### src/rtl/edge_time_decoder.sv
// edge_time_decoder
// Turns rising-edge temporal codes into per-lane spike times, one result per
// gamma cycle, and presents each result through a one-entry valid/ready buffer.
// Build option: define EDGE_DECODE_WTA_EN to include the earliest-lane
// (winner-take-all) logic. Without it, winner_idx and winner_valid are tied to 0.
module edge_time_decoder #(
    parameter int GAMMA_CYCLE_WIDTH = 16,
    parameter int NUM_INPUTS        = 16,
    parameter int TIME_W            = $clog2(GAMMA_CYCLE_WIDTH + 1),
    parameter int IDX_W             = (NUM_INPUTS > 1) ? $clog2(NUM_INPUTS) : 1,
    localparam int CNT_W            = $clog2(GAMMA_CYCLE_WIDTH)
) (
    input  logic                         aclk,
    input  logic                         grst_n,
    input  logic [NUM_INPUTS-1:0]        inputs,
    output logic [CNT_W-1:0]             gamma_cnt,
    output logic                         out_valid,
    input  logic                         out_ready,
    output logic [NUM_INPUTS*TIME_W-1:0] out_times,
    output logic [IDX_W-1:0]             winner_idx,
    output logic                         winner_valid,
    output logic                         overflow
);

    localparam logic [CNT_W-1:0]  LAST_SLOT = CNT_W'(GAMMA_CYCLE_WIDTH - 1);
    localparam logic [TIME_W-1:0] NO_SPIKE  = TIME_W'(GAMMA_CYCLE_WIDTH);

    logic [CNT_W-1:0]             gamma_cnt_reg;
    logic [CNT_W-1:0]             gamma_cnt_next;
    logic                         end_of_cycle;

    logic                         captured_reg  [NUM_INPUTS];
    logic [TIME_W-1:0]            lane_time_reg [NUM_INPUTS];

    // Times as they would read if the cycle ended on this edge: includes the
    // current slot's samples, so the last slot is never lost at the wrap.
    logic [NUM_INPUTS*TIME_W-1:0] result_times;

    logic [IDX_W-1:0]             win_idx_next;
    logic                         win_valid_next;

    logic                         out_valid_reg;
    logic [NUM_INPUTS*TIME_W-1:0] out_times_reg;
    logic [IDX_W-1:0]             winner_idx_reg;
    logic                         winner_valid_reg;
    logic                         overflow_reg;
    logic                         load_buffer;

    assign end_of_cycle = (gamma_cnt_reg == LAST_SLOT);

    // Next slot: wrap from the last slot back to zero.
    always_comb begin
        gamma_cnt_next = gamma_cnt_reg + CNT_W'(1);
        if (end_of_cycle) begin
            gamma_cnt_next = '0;
        end
    end

    // Slot counter register.
    always_ff @(posedge aclk or negedge grst_n) begin
        if (!grst_n) begin
            gamma_cnt_reg <= '0;
        end else begin
            gamma_cnt_reg <= gamma_cnt_next;
        end
    end

    generate
        for (genvar gi = 0; gi < NUM_INPUTS; gi++) begin : g_lane
            // Record the first high slot of the cycle; flags clear at the wrap so
            // a lane still high at slot 0 is captured again with time 0.
            always_ff @(posedge aclk or negedge grst_n) begin
                if (!grst_n) begin
                    captured_reg[gi]  <= 1'b0;
                    lane_time_reg[gi] <= NO_SPIKE;
                end else if (end_of_cycle) begin
                    captured_reg[gi]  <= 1'b0;
                end else if (inputs[gi] && !captured_reg[gi]) begin
                    captured_reg[gi]  <= 1'b1;
                    lane_time_reg[gi] <= TIME_W'(gamma_cnt_reg);
                end
            end

            assign result_times[gi*TIME_W +: TIME_W] =
                captured_reg[gi] ? lane_time_reg[gi] :
                (inputs[gi] ? TIME_W'(gamma_cnt_reg) : NO_SPIKE);
        end
    endgenerate

`ifdef EDGE_DECODE_WTA_EN
    logic [TIME_W-1:0] best_time;

    // Earliest lane wins; strict compare keeps the lowest index on ties.
    always_comb begin
        best_time      = NO_SPIKE;
        win_idx_next   = '0;
        win_valid_next = 1'b0;
        for (int i = 0; i < NUM_INPUTS; i++) begin
            if (result_times[i*TIME_W +: TIME_W] < best_time) begin
                best_time      = result_times[i*TIME_W +: TIME_W];
                win_idx_next   = IDX_W'(i);
                win_valid_next = 1'b1;
            end
        end
    end
`else
    assign win_idx_next   = '0;
    assign win_valid_next = 1'b0;
`endif

    // A finished result enters the buffer if it is empty or being drained now.
    assign load_buffer = end_of_cycle && (!out_valid_reg || out_ready);

    // One-entry output buffer with sticky overflow on a dropped result.
    always_ff @(posedge aclk or negedge grst_n) begin
        if (!grst_n) begin
            out_valid_reg    <= 1'b0;
            out_times_reg    <= {NUM_INPUTS{NO_SPIKE}};
            winner_idx_reg   <= '0;
            winner_valid_reg <= 1'b0;
            overflow_reg     <= 1'b0;
        end else begin
            if (load_buffer) begin
                out_valid_reg    <= 1'b1;
                out_times_reg    <= result_times;
                winner_idx_reg   <= win_idx_next;
                winner_valid_reg <= win_valid_next;
            end else if (out_valid_reg && out_ready) begin
                out_valid_reg    <= 1'b0;
            end
            if (end_of_cycle && !load_buffer) begin
                overflow_reg <= 1'b1;
            end
        end
    end

    assign gamma_cnt    = gamma_cnt_reg;
    assign out_valid    = out_valid_reg;
    assign out_times    = out_times_reg;
    assign winner_idx   = winner_idx_reg;
    assign winner_valid = winner_valid_reg;
    assign overflow     = overflow_reg;

endmodule

### config.mk
export PLATFORM = sky130hd
export DESIGN_NAME = edge_time_decoder
export DESIGN_NICKNAME = d
export VERILOG_FILES = /design/src/rtl/edge_time_decoder.sv
export SDC_FILE = /design/constraint.sdc
export NUM_CORES = 1
export LEC_CHECK = 0
export ABC_AREA = 1
export CAP_MARGIN = 20
export CORE_ASPECT_RATIO = 1.5
export CORE_UTILIZATION = 55
export DETAILED_ROUTE_END_ITERATION = 10
export PLACE_DENSITY = 0.84
export SETUP_SLACK_MARGIN = 0.15
export SYNTH_ARGS = -nofsm -noshare
export SYNTH_HDL_FRONTEND = slang
export SYNTH_SLANG_ARGS = --single-unit
### constraint.sdc
create_clock -name aclk -period 1.7 [get_ports aclk]
set_input_delay 0.17 -clock aclk [delete_from_list [all_inputs] [get_ports aclk]]
set_output_delay 0.17 -clock aclk [all_outputs]
set_load 0.02 [all_outputs]
# == Yosys cells after proc, flatten, opt, wreduce, memory -nomap -nowiden ==
# Index checks and enable logic that the tools add are counted.
# word_totals
in_bits,19
reg_bits,182
wordCells,177
out_inout_bits,91
# op_classes
n_reduce_logical,71
n_mux,67
add_sub_neg,1
bitwise_logic,1
eq_ne,1
# ops
op,count
$mux 5,32
$mux 1,34
$reduce_bool 2->1,17
$reduce_and 2->1,16
$logic_and 1x1->1,19
$logic_not 1->1,18
$add 4x1->4 const B,1
$eq 4x4->1 const B,1
$mux 4,1
$logic_or 1x1->1,1
$not 1->1,1

# == Logic depth before layout (Yosys ltp) ==
# Gate-level depths: netlist of the first run.
# logic_depth
depth_word,5
depth_mapped,7
mapped_depth_nobuf,6

# == Least setup slack after synthesis of the first run ==
# OpenSTA, ideal clock, no wires.
# synth_timing
kind,reg2reg
from,"register gamma_cnt_reg[0], in the netlist gamma_cnt[0]"
to,"register out_times_reg[11], in the netlist out_times[11]"
setup_ps,116
period_less_slack_ps,1460
setup_slack_ps,240
path_buffers,1
stages_incl_launch_ff,8
t_arrival_ps,1344
required_ps,1584
cell_sequence,dfrtp_1 -> ha_1 -> nand2_2 -> nor2_2 -> nand2_2 -> buf_2 -> nand2_1 -> nand2_1
# synth_via
elab_chain_cells,2
# synth_rtl
element,line_no,source
start: declaration,28,logic [CNT_W-1:0] gamma_cnt_reg;
start signal: assignment,64,gamma_cnt_reg <= gamma_cnt_next;
$eq 4x4->1,49,assign end_of_cycle = (gamma_cnt_reg == LAST_SLOT);
$logic_and 1x1->1,112,assign load_buffer = end_of_cycle && (!out_valid_reg || out_ready);
end signal: assignment,118,out_times_reg <= {NUM_INPUTS{NO_SPIKE}};
end signal: assignment,125,out_times_reg <= result_times;
end: declaration,43,logic [NUM_INPUTS*TIME_W-1:0] out_times_reg;
# Every way passes these cells.
# A chain may end at the register's enable or synchronous reset.

# == Final worst setup path of the first run ==
# layout_timing
from,"register gamma_cnt_reg[0], in the netlist gamma_cnt[0]"
to,output port gamma_cnt[0]
# layout_lines
element,line_no,source
end: declaration,16,"output logic [CNT_W-1:0] gamma_cnt,"
# No word-level cell between the ends.

==> flow_summary_export.csv, run 1 <==
group,metric,value,unit
timing,period_needed,1.49,ns
route,postRouteWirelength,19600,um
final_layout,design_area,10200,um^2
synthesis,synth-async-reset-ratio,1.00,
synthesis,netlist-cell-type-count,21,
final_layout,n_antenna_cell,0,
floorplan,rows,54,
route,route.detailed.drc,0,
placement,globalplace.congestion,0.778,
floorplan,die_height,151,um
critical_path,crit_fanout,3,
synthesis,synth.area.mux_share,0,
synthesis,synth_edf_count,0,
synthesis,synth_xor_area_frac,0.00107,
route,dr_total_vias,7100,
global_routing,grt_max_degree,55,
timing,tns,0,ns
synthesis,synth_area_leaders,"dfrtp_1 (46%), nand2_1 (24%), dfstp_2 (10%), nand3_1 (8.0%), inv_1 (2.4%)",
global_routing,grt_pass1_vias,6663,
critical_path,worstSetupPathType,"flop to primary output",
floorplan,die_area,15300,um^2
cts,cts-root-buf,"clkbuf_16",
critical_path,arrival,1.32,ns
pwr,p_leak,5.82,nW
critical_path,cp-end-kind,"primary output",
cts,h-tree-depth,4,
synthesis,synthesis.area,8170,um^2
timing,fin_worst_skew,0.00876,ns
route,wire_per_inst,14.6,um
global_routing,antenna_found_initial,0,
timing,rsz0062_at_grt,"false",
synthesis,ys_seq_area_frac,0.563,
cts,cts_buffer_depth,2,
final_layout,layout-drive-gt1-share,0.100,
floorplan,die_w,101,um
global_routing,track_usage,0.268,
worst_hold_path,hp-class,"input pin to asynchronous set/reset pin",
placement,placed_cell_area,9540,um^2
route,drt_iter0_drc,409,
timing,clock.fmax,0.669,GHz
synthesis,synthSimpleGateAreaFrac,0.338,
route,via_per_inst,5.27,
synthesis,synth_area_per_cell,7.90,um^2
synthesis,synth_ff_type,"dfrtp_1",
timing,hold_viol,0,
synthesis,synthCells,1034,
timing,final_max_slew_viol_count,0,
route,ant_nets,0,
synthesis,synth_top_area_cell,"dfrtp_1",
cts,cts_tree,"done",
synthesis,synth-seq-cells,182,
floorplan,coreArea,14500,um^2
critical_path,regToRegSetupSlack,0.24,ns
placement,port_buffers,104,
global_routing,grt_pass1_wl,31600,um
cts,clock-sinks,182,
floorplan,top_level_ports,110,
synthesis,synth_compound_area_frac,0.0359,
floorplan,start_util,0.562,
timing,period_share,0.879,
pwr,power_density,952,nW/um^2
synthesis,yosys_warnings,0,
global_routing,grt_overflow,0,
cts,cts_inserted_buffers,17,
run,maxCapViolations,0,
cts,path_clk_slew,0.07,ns
synthesis,synth_common_cells,"nand2_1 (530), dfrtp_1 (150), nand3_1 (130)",
route,dr.pass1.iters,7,
critical_path,worst_ep_required_time,1.53,ns
pwr,ir_drop,0.666,mV
synthesis,post-synth-top-count-cell,"nand2_1",
cts,clk_latency,0.42,ns
final_layout,area_growth,24.3,%
synthesis,synth_top_area_frac,0.460,
run_status,status,"finished clean",
synthesis,synth_top_family_by_area,"simple AND/OR/NAND/NOR gates",
synthesis,yosys.area_share.adder,0.00153,
final_layout,fin_nets,1157,
timing,final-setup-viol-count,0,
placement,hpwl,12100,um
critical_path,cp-start-kind,"flop",
## critical path, stage by stage, from the launching register on
cell and delay, ns:
dfrtp_2 0.45, buf_4 0.16, clkdlybuf4s15_1 0.29
## per-stage QoR
| stage | hold WS [ns] | cells | util | total power, mW | worst slack (ns) |
|---|---|---|---|---|---|
| after floorplan | -0.126 | 1038 | - | 5.15 | 0.240 |
| after global placement | 0.124 | 1312 | 0.657 | 5.60 | 0.218 |
| after detailed placement | 0.125 | 1312 | 0.657 | 5.63 | 0.130 |
| after CTS | 0.253 | 1345 | 0.695 | 9.72 | 0.150 |
| after global routing | 0.282 | 1346 | 0.699 | 10.0 | 0.159 |
| final | 0.240 | 1346 | 0.699 | 9.67 | 0.206 |
## report_power, final
group          internal (mW)  leakage [nW]  switching, mW
logic                  0.307          3.22          0.523
registers               4.52          2.31          0.138
clock network           2.47         0.288           1.71
## logic make-up (layout without fill, tap and decap cells)
group                    after synthesis  in the layout
XOR/XNOR                               1              1
flip-flops                           182            182
AND/OR/NAND/NOR                      683            683
other                                  1              5
buffers and inverters                116            228
AO/OA/AOI/OAI                         50             50
adder cells (fa/ha/maj)                1              1
## worst paths after layout
path,startpoint,endpoint,depth (start not counted)
setup / recovery,gamma_cnt[0]$_DFF_PN0_,gamma_cnt[0],2
hold / removal,grst_n,out_times[68]$_DFFE_PN0P_,2
setup reg to reg,gamma_cnt[0]$_DFF_PN0_,out_times[48]$_DFFE_PN0P_,7
hold reg to reg,out_times[69]$_DFFE_PN1P_,out_times[69]$_DFFE_PN1P_,2
max in group asynchronous,grst_n,lane_time_reg[79]$_DFFE_PN1P_,3
min in group aclk,out_times[69]$_DFFE_PN1P_,out_times[69]$_DFFE_PN1P_,2
## final cells by class
class	instances	area, um^2
timing repair buffer	144	1380
fill	1105	4370
clock buffer	17	425
inverter	52	195
tap	196	245
clock inverter	15	201
sequential	182	4600
multi-input combinational	740	3100
## per-layer routing
layer  global-route usage  share of wire  vias to the layer above
met2                0.466           0.52                      237
li1                     -              -                     3412
met4                0.122          0.030                        0
met1                0.325           0.40                     3399
met3               0.0452          0.050                       52
met5                    0              0                        -
## timing repair
action	in CTS	in global routing
resized for setup	82	12
hold buffers	1	0
setup endpoints to repair	158	49
gates cloned	0	1
endpoints found under the hold margin	32	0
buffers inserted	0	0
## cells in the final DEF (no fill, tap or decap)
cell type and count:
buf_4 30, dfrtp_2 4, dfstp_2 32, nor2_1 17
ha_4 1, dlygate4sd3_1 1, clkdlybuf4s50_1 17, clkinvlp_4 6
nand3_4 1, dlymetal6s2s_1 9, bufinv_16 4, inv_6 3
nor2_4 1, nand2_2 2, buf_6 2, o21ai_0 33
nand3_1 130, nand2_1 530, clkbuf_16 18, nor2_2 1
dlygate4sd2_1 75, o21bai_1 1, or2_2 1, xor2_1 1
conb_1 5, dfrtp_1 146, inv_1 52, clkdlybuf4s15_1 2
buf_12 7, a21boi_0 16, clkinv_2 2
Power figures use the tool's default switching activity.
==> inputs of run 2 (changes only) <==
--- a/config.mk
+++ b/config.mk
@@ -11,7 +11,8 @@
 export CORE_UTILIZATION = 55
 export DETAILED_ROUTE_END_ITERATION = 10
 export PLACE_DENSITY = 0.84
-export SETUP_SLACK_MARGIN = 0.15
+export SETUP_SLACK_MARGIN = 0.02
+export SLEW_MARGIN = 10
 export SYNTH_ARGS = -nofsm -noshare
 export SYNTH_HDL_FRONTEND = slang
 export SYNTH_SLANG_ARGS = --single-unit
==> run 2 against run 1 <==
  * Hold slack better by 0.00050 ns
  * Largest power group unchanged
  * Cell area hardly changed
  * Non-clock buffer count is 1 lower
  * First-iteration DRC count is 1.7% lower
==> flow_summary_export.csv, run 2 (same netlist as run 1, synthesis figures left out) <==
group,metric,value,unit
run_status,status,"finished clean",
timing,final-setup-viol-count,0,
timing,period_needed,1.61,ns
cts,cts_inserted_buffers,17,
floorplan,die_height,151,um
timing,rsz0062_at_grt,"false",
global_routing,grt_pass1_wl,31500,um
global_routing,antenna_found_initial,0,
timing,clock.fmax,0.621,GHz
global_routing,grt_max_degree,55,
cts,path_clk_slew,0.07,ns
final_layout,n_antenna_cell,0,
global_routing,grt_pass1_vias,6678,
critical_path,cp-end-kind,"primary output",
placement,port_buffers,104,
final_layout,mostFrequentLayoutCell,"nand2_1",
final_layout,mostFrequentLayoutCells,"nand2_1 (530), dfrtp_1 (148), nand3_1 (130), clkdlybuf4s50_1 (83), inv_1 (52)",
timing,final_max_slew_viol_count,0,
cts,clock-sinks,182,
critical_path,worst_ep_required_time,1.53,ns
placement,globalplace.congestion,0.778,
floorplan,die_area,15300,um^2
cts,cts-root-buf,"clkbuf_16",
final_layout,multi_input_area,3090,um^2
critical_path,slowest_delay,0.64,ns
final_layout,area_growth,24.4,%
route,dr_total_vias,7069,
timing,finalWorstSetupSlack,0.0889,ns
floorplan,start_util,0.562,
critical_path,regToRegSetupSlack,0.16,ns
critical_path,crit_buf_inv,1,
floorplan,die_w,101,um
critical_path,cp_top_family,"buffers and inverters",
timing,fin_worst_skew,0.00940,ns
placement,dp_slack,0.130,ns
pwr,ir_drop,0.666,mV
worst_hold_path,hp-class,"input pin to asynchronous set/reset pin",
critical_path,crit_fanout,2,
route,via_per_inst,5.26,
cts,cts_buffer_depth,2,
floorplan,rows,54,
timing,period_share,0.948,
final_layout,fin_nets,1156,
global_routing,grt_overflow,0,
critical_path,crit_chain,"clkdlybuf4s50_1",
cts,cts_tree,"done",
final_layout,layout-drive-gt1-share,0.0975,
route,postRouteWirelength,19200,um
route,route.detailed.drc,0,
final_layout,sequential_cell_area,4600,um^2
cts,clk_latency,0.42,ns
run,maxCapViolations,0,
critical_path,cp-start-kind,"flop",
pwr,p_leak,5.45,nW
timing,hold_viol,0,
final_layout,nFillCells,1093,
pwr,power_density,959,nW/um^2
route,drt_iter0_drc,402,
global_routing,track_usage,0.268,
cts,h-tree-depth,4,
critical_path,arrival,1.44,ns
route,ant_nets,0,
critical_path,crit_slowest_cell,"clkdlybuf4s50_1",
placement,hpwl,12100,um
route,wire_per_inst,14.3,um
floorplan,top_level_ports,110,
floorplan,coreArea,14500,um^2
route,dr.pass1.iters,5,
timing,tns,0,ns
critical_path,worstSetupPathType,"flop to primary output",
run 2: timing repair:
| action | in CTS | in global routing |
|---|---|---|
| hold buffers | 1 | 0 |
| gates resized for setup | 21 | 2 |
| pin swaps | 0 | 0 |
| setup buffers | 0 | 0 |
| hold endpoints to repair | 32 | 0 |
| endpoints found under the setup margin | 20 | 43 |
| gates cloned | 0 | 0 |
run 2: area by class of cell:
cell class,instances,area share
Sequential cell,182,0.452
Clock inverter,15,0.0198
Clock buffer,17,0.0419
Timing Repair Buffer,143,0.138
Multi-Input combinational cell,740,0.304
Inverter,52,0.0192
Tap cell,196,0.0241
run 2: per-stage QoR:
step                instances  hold WS (ns)  power (mW)  instance area (um^2)   util
detailed placement       1312         0.125        5.63                  9540  0.657
global placement         1312         0.124        5.60                  9540  0.657
finish                   1345         0.240        9.74                 10200  0.699
global route             1345         0.282        10.1                 10200  0.699
floorplan                1038        -0.126        5.15                  8180      -
CTS                      1345         0.253        9.79                 10200  0.699
run 2: layer usage:
layer  up-vias  global-route usage  share of wire
met1      3366               0.323           0.39
met3        51              0.0466          0.055
li1       3409                   -              -
met4         0               0.124          0.029
met2       243               0.464           0.53
met5         -                   0              0
run 2: path summary, 6_finish.rpt:
kind,start,endpoint,depth (start not counted)
setup / recovery,out_times[10]$_DFFE_PN0P_,out_times[10],1
hold / removal,grst_n,out_times[68]$_DFFE_PN0P_,2
setup reg to reg,gamma_cnt[1]$_DFF_PN0_,out_times[48]$_DFFE_PN0P_,7
hold reg to reg,out_times[69]$_DFFE_PN1P_,out_times[69]$_DFFE_PN1P_,2
max in group asynchronous,grst_n,out_times[29]$_DFFE_PN1P_,3
min in group aclk,out_times[69]$_DFFE_PN1P_,out_times[69]$_DFFE_PN1P_,2
run 2: power by group:
| part | switching [mW] | total (mW) | internal (mW) |
|---|---|---|---|
| Clock | 1.71 | 4.18 | 2.47 |
| Combinational | 0.520 | 0.897 | 0.377 |
| Sequential | 0.142 | 4.66 | 4.52 |
==> inputs of run 3 (changes only) <==
--- a/config.mk
+++ b/config.mk
@@ -6,6 +6,7 @@
 export NUM_CORES = 1
 export LEC_CHECK = 0
 export ABC_AREA = 1
+export ABC_CLOCK_PERIOD_IN_PS = 1700
 export CAP_MARGIN = 20
 export CORE_ASPECT_RATIO = 1.5
 export CORE_UTILIZATION = 55
==> results of run 3 <==
Same layout as run 2: the final DEF is identical, and so are final timing and power.
==> patch, RTL diff (settings of run 3) <==
Build with the macro `EDGE_DECODE_WTA_EN` defined.
--- a/src/rtl/edge_time_decoder.sv
+++ b/src/rtl/edge_time_decoder.sv
@@ -4,4 +4,6 @@
 // Build option: define EDGE_DECODE_WTA_EN to include the earliest-lane
 // (winner-take-all) logic. Without it, winner_idx and winner_valid are tied to 0.
+`define EDGE_DECODE_WTA_EN
+
 module edge_time_decoder #(
     parameter int GAMMA_CYCLE_WIDTH = 16,
Function: same outputs for any inputs over 10 cycles, from zero or initial values and one cycle with grst_n low; that may be too few to reach the edited logic, so the function may still have changed.
==> patch against run 3 <==
  * The run now fails in global routing (5_1_grt)
  * Synthesized area increased by 35%
==> patch: results (changes against run 3) <==
* GR repair worst EP: winner_idx[1]$_DFFE_PN0P_/D
* Top post-synthesis cells by count: nand2_1, o21ai_0, dfrtp_1, inv_1, nand3_1
* Last stage: global routing (5_1_grt)
* Htree depth at 4 (unchanged)
* Clk root buf: clkbuf_16
* Worst EP kind: register input
* Deepest clock path buffer count at 2 (unchanged)
* Hpwl dp at 24.56 mm (+100%)
* GP Congestion at 0.9762 (+25%)
* Post-Syn Nets at 1440
* CTS Buf Count at 17 (unchanged)
* CTS sink count at 187 (+2.7%)
* Synthesized area per cell at 7.911 µm² (+0.18%)
* I/O Buffers at 109 (+4.8%)
* Total Routing Usage GR at 74.03%
* Synth top area cells: dfrtp_1, nand2_1, o21ai_0
* Overflow after GRT at 25
* Largest net degree at the start of global routing at between 40 and 50
* Status: aborted with a tool error
* Post-synth cell types at 40 (+90%)
* Post-synth ARST share at 100.0% (unchanged)
* Post-place setup slack at -11.33 ns (-11.46 ns)
* Area after DPL at 14960 µm² (+57%)
* Syn Std Cell Area at 11040 µm² (+35%)
* Syn. warnings at 0 (unchanged)
* Stop err: [ERROR GRT-0232] Routing congestion too high. Check the congestion heatmap in the GUI.
* Placed insts at 2056 (+57%)
* Seq/Total Area, Yosys at 42.73% (-14 points)
## patch: through the flow
| step | utilization (%) | setup TNS (ns) |
|---|---|---|
| 3_5_place_dp | 75.92 | -72.50 |
| 2_1_floorplan | - | -60.40 |
| 4_1_cts | 83.28 | -72.33 |
| 3_3_place_gp | 75.92 | -63.41 |
## patch: layer usage
layer | global-route usage (%) | GRT overflow
met2 | 93.55 | 12
met5 | 6.971 | 0
met3 | 54.58 | 0
met4 | 79.06 | 12
met1 | 73.76 | 1
## patch: what timing repair did
item / CTS
hold buffers: 1
pin swaps: 72
gates resized for setup: 146
setup endpoints to repair: 171
hold endpoints to repair: 157
gates cloned: 7
setup buffers: 41
## patch: kinds of logic after synthesis
| family | Yosys count | share of synthesized area [%] |
|---|---|---|
| buffers and inverters | 175 | 7.613 |
| flip-flops | 187 | 42.73 |
| XOR/XNOR | 1 | 0.07932 |
| AND/OR/NAND/NOR | 710 | 30.19 |
| adder cells (fa/ha/maj) | 25 | 2.832 |
| AO/OA/AOI/OAI | 298 | 16.55 |
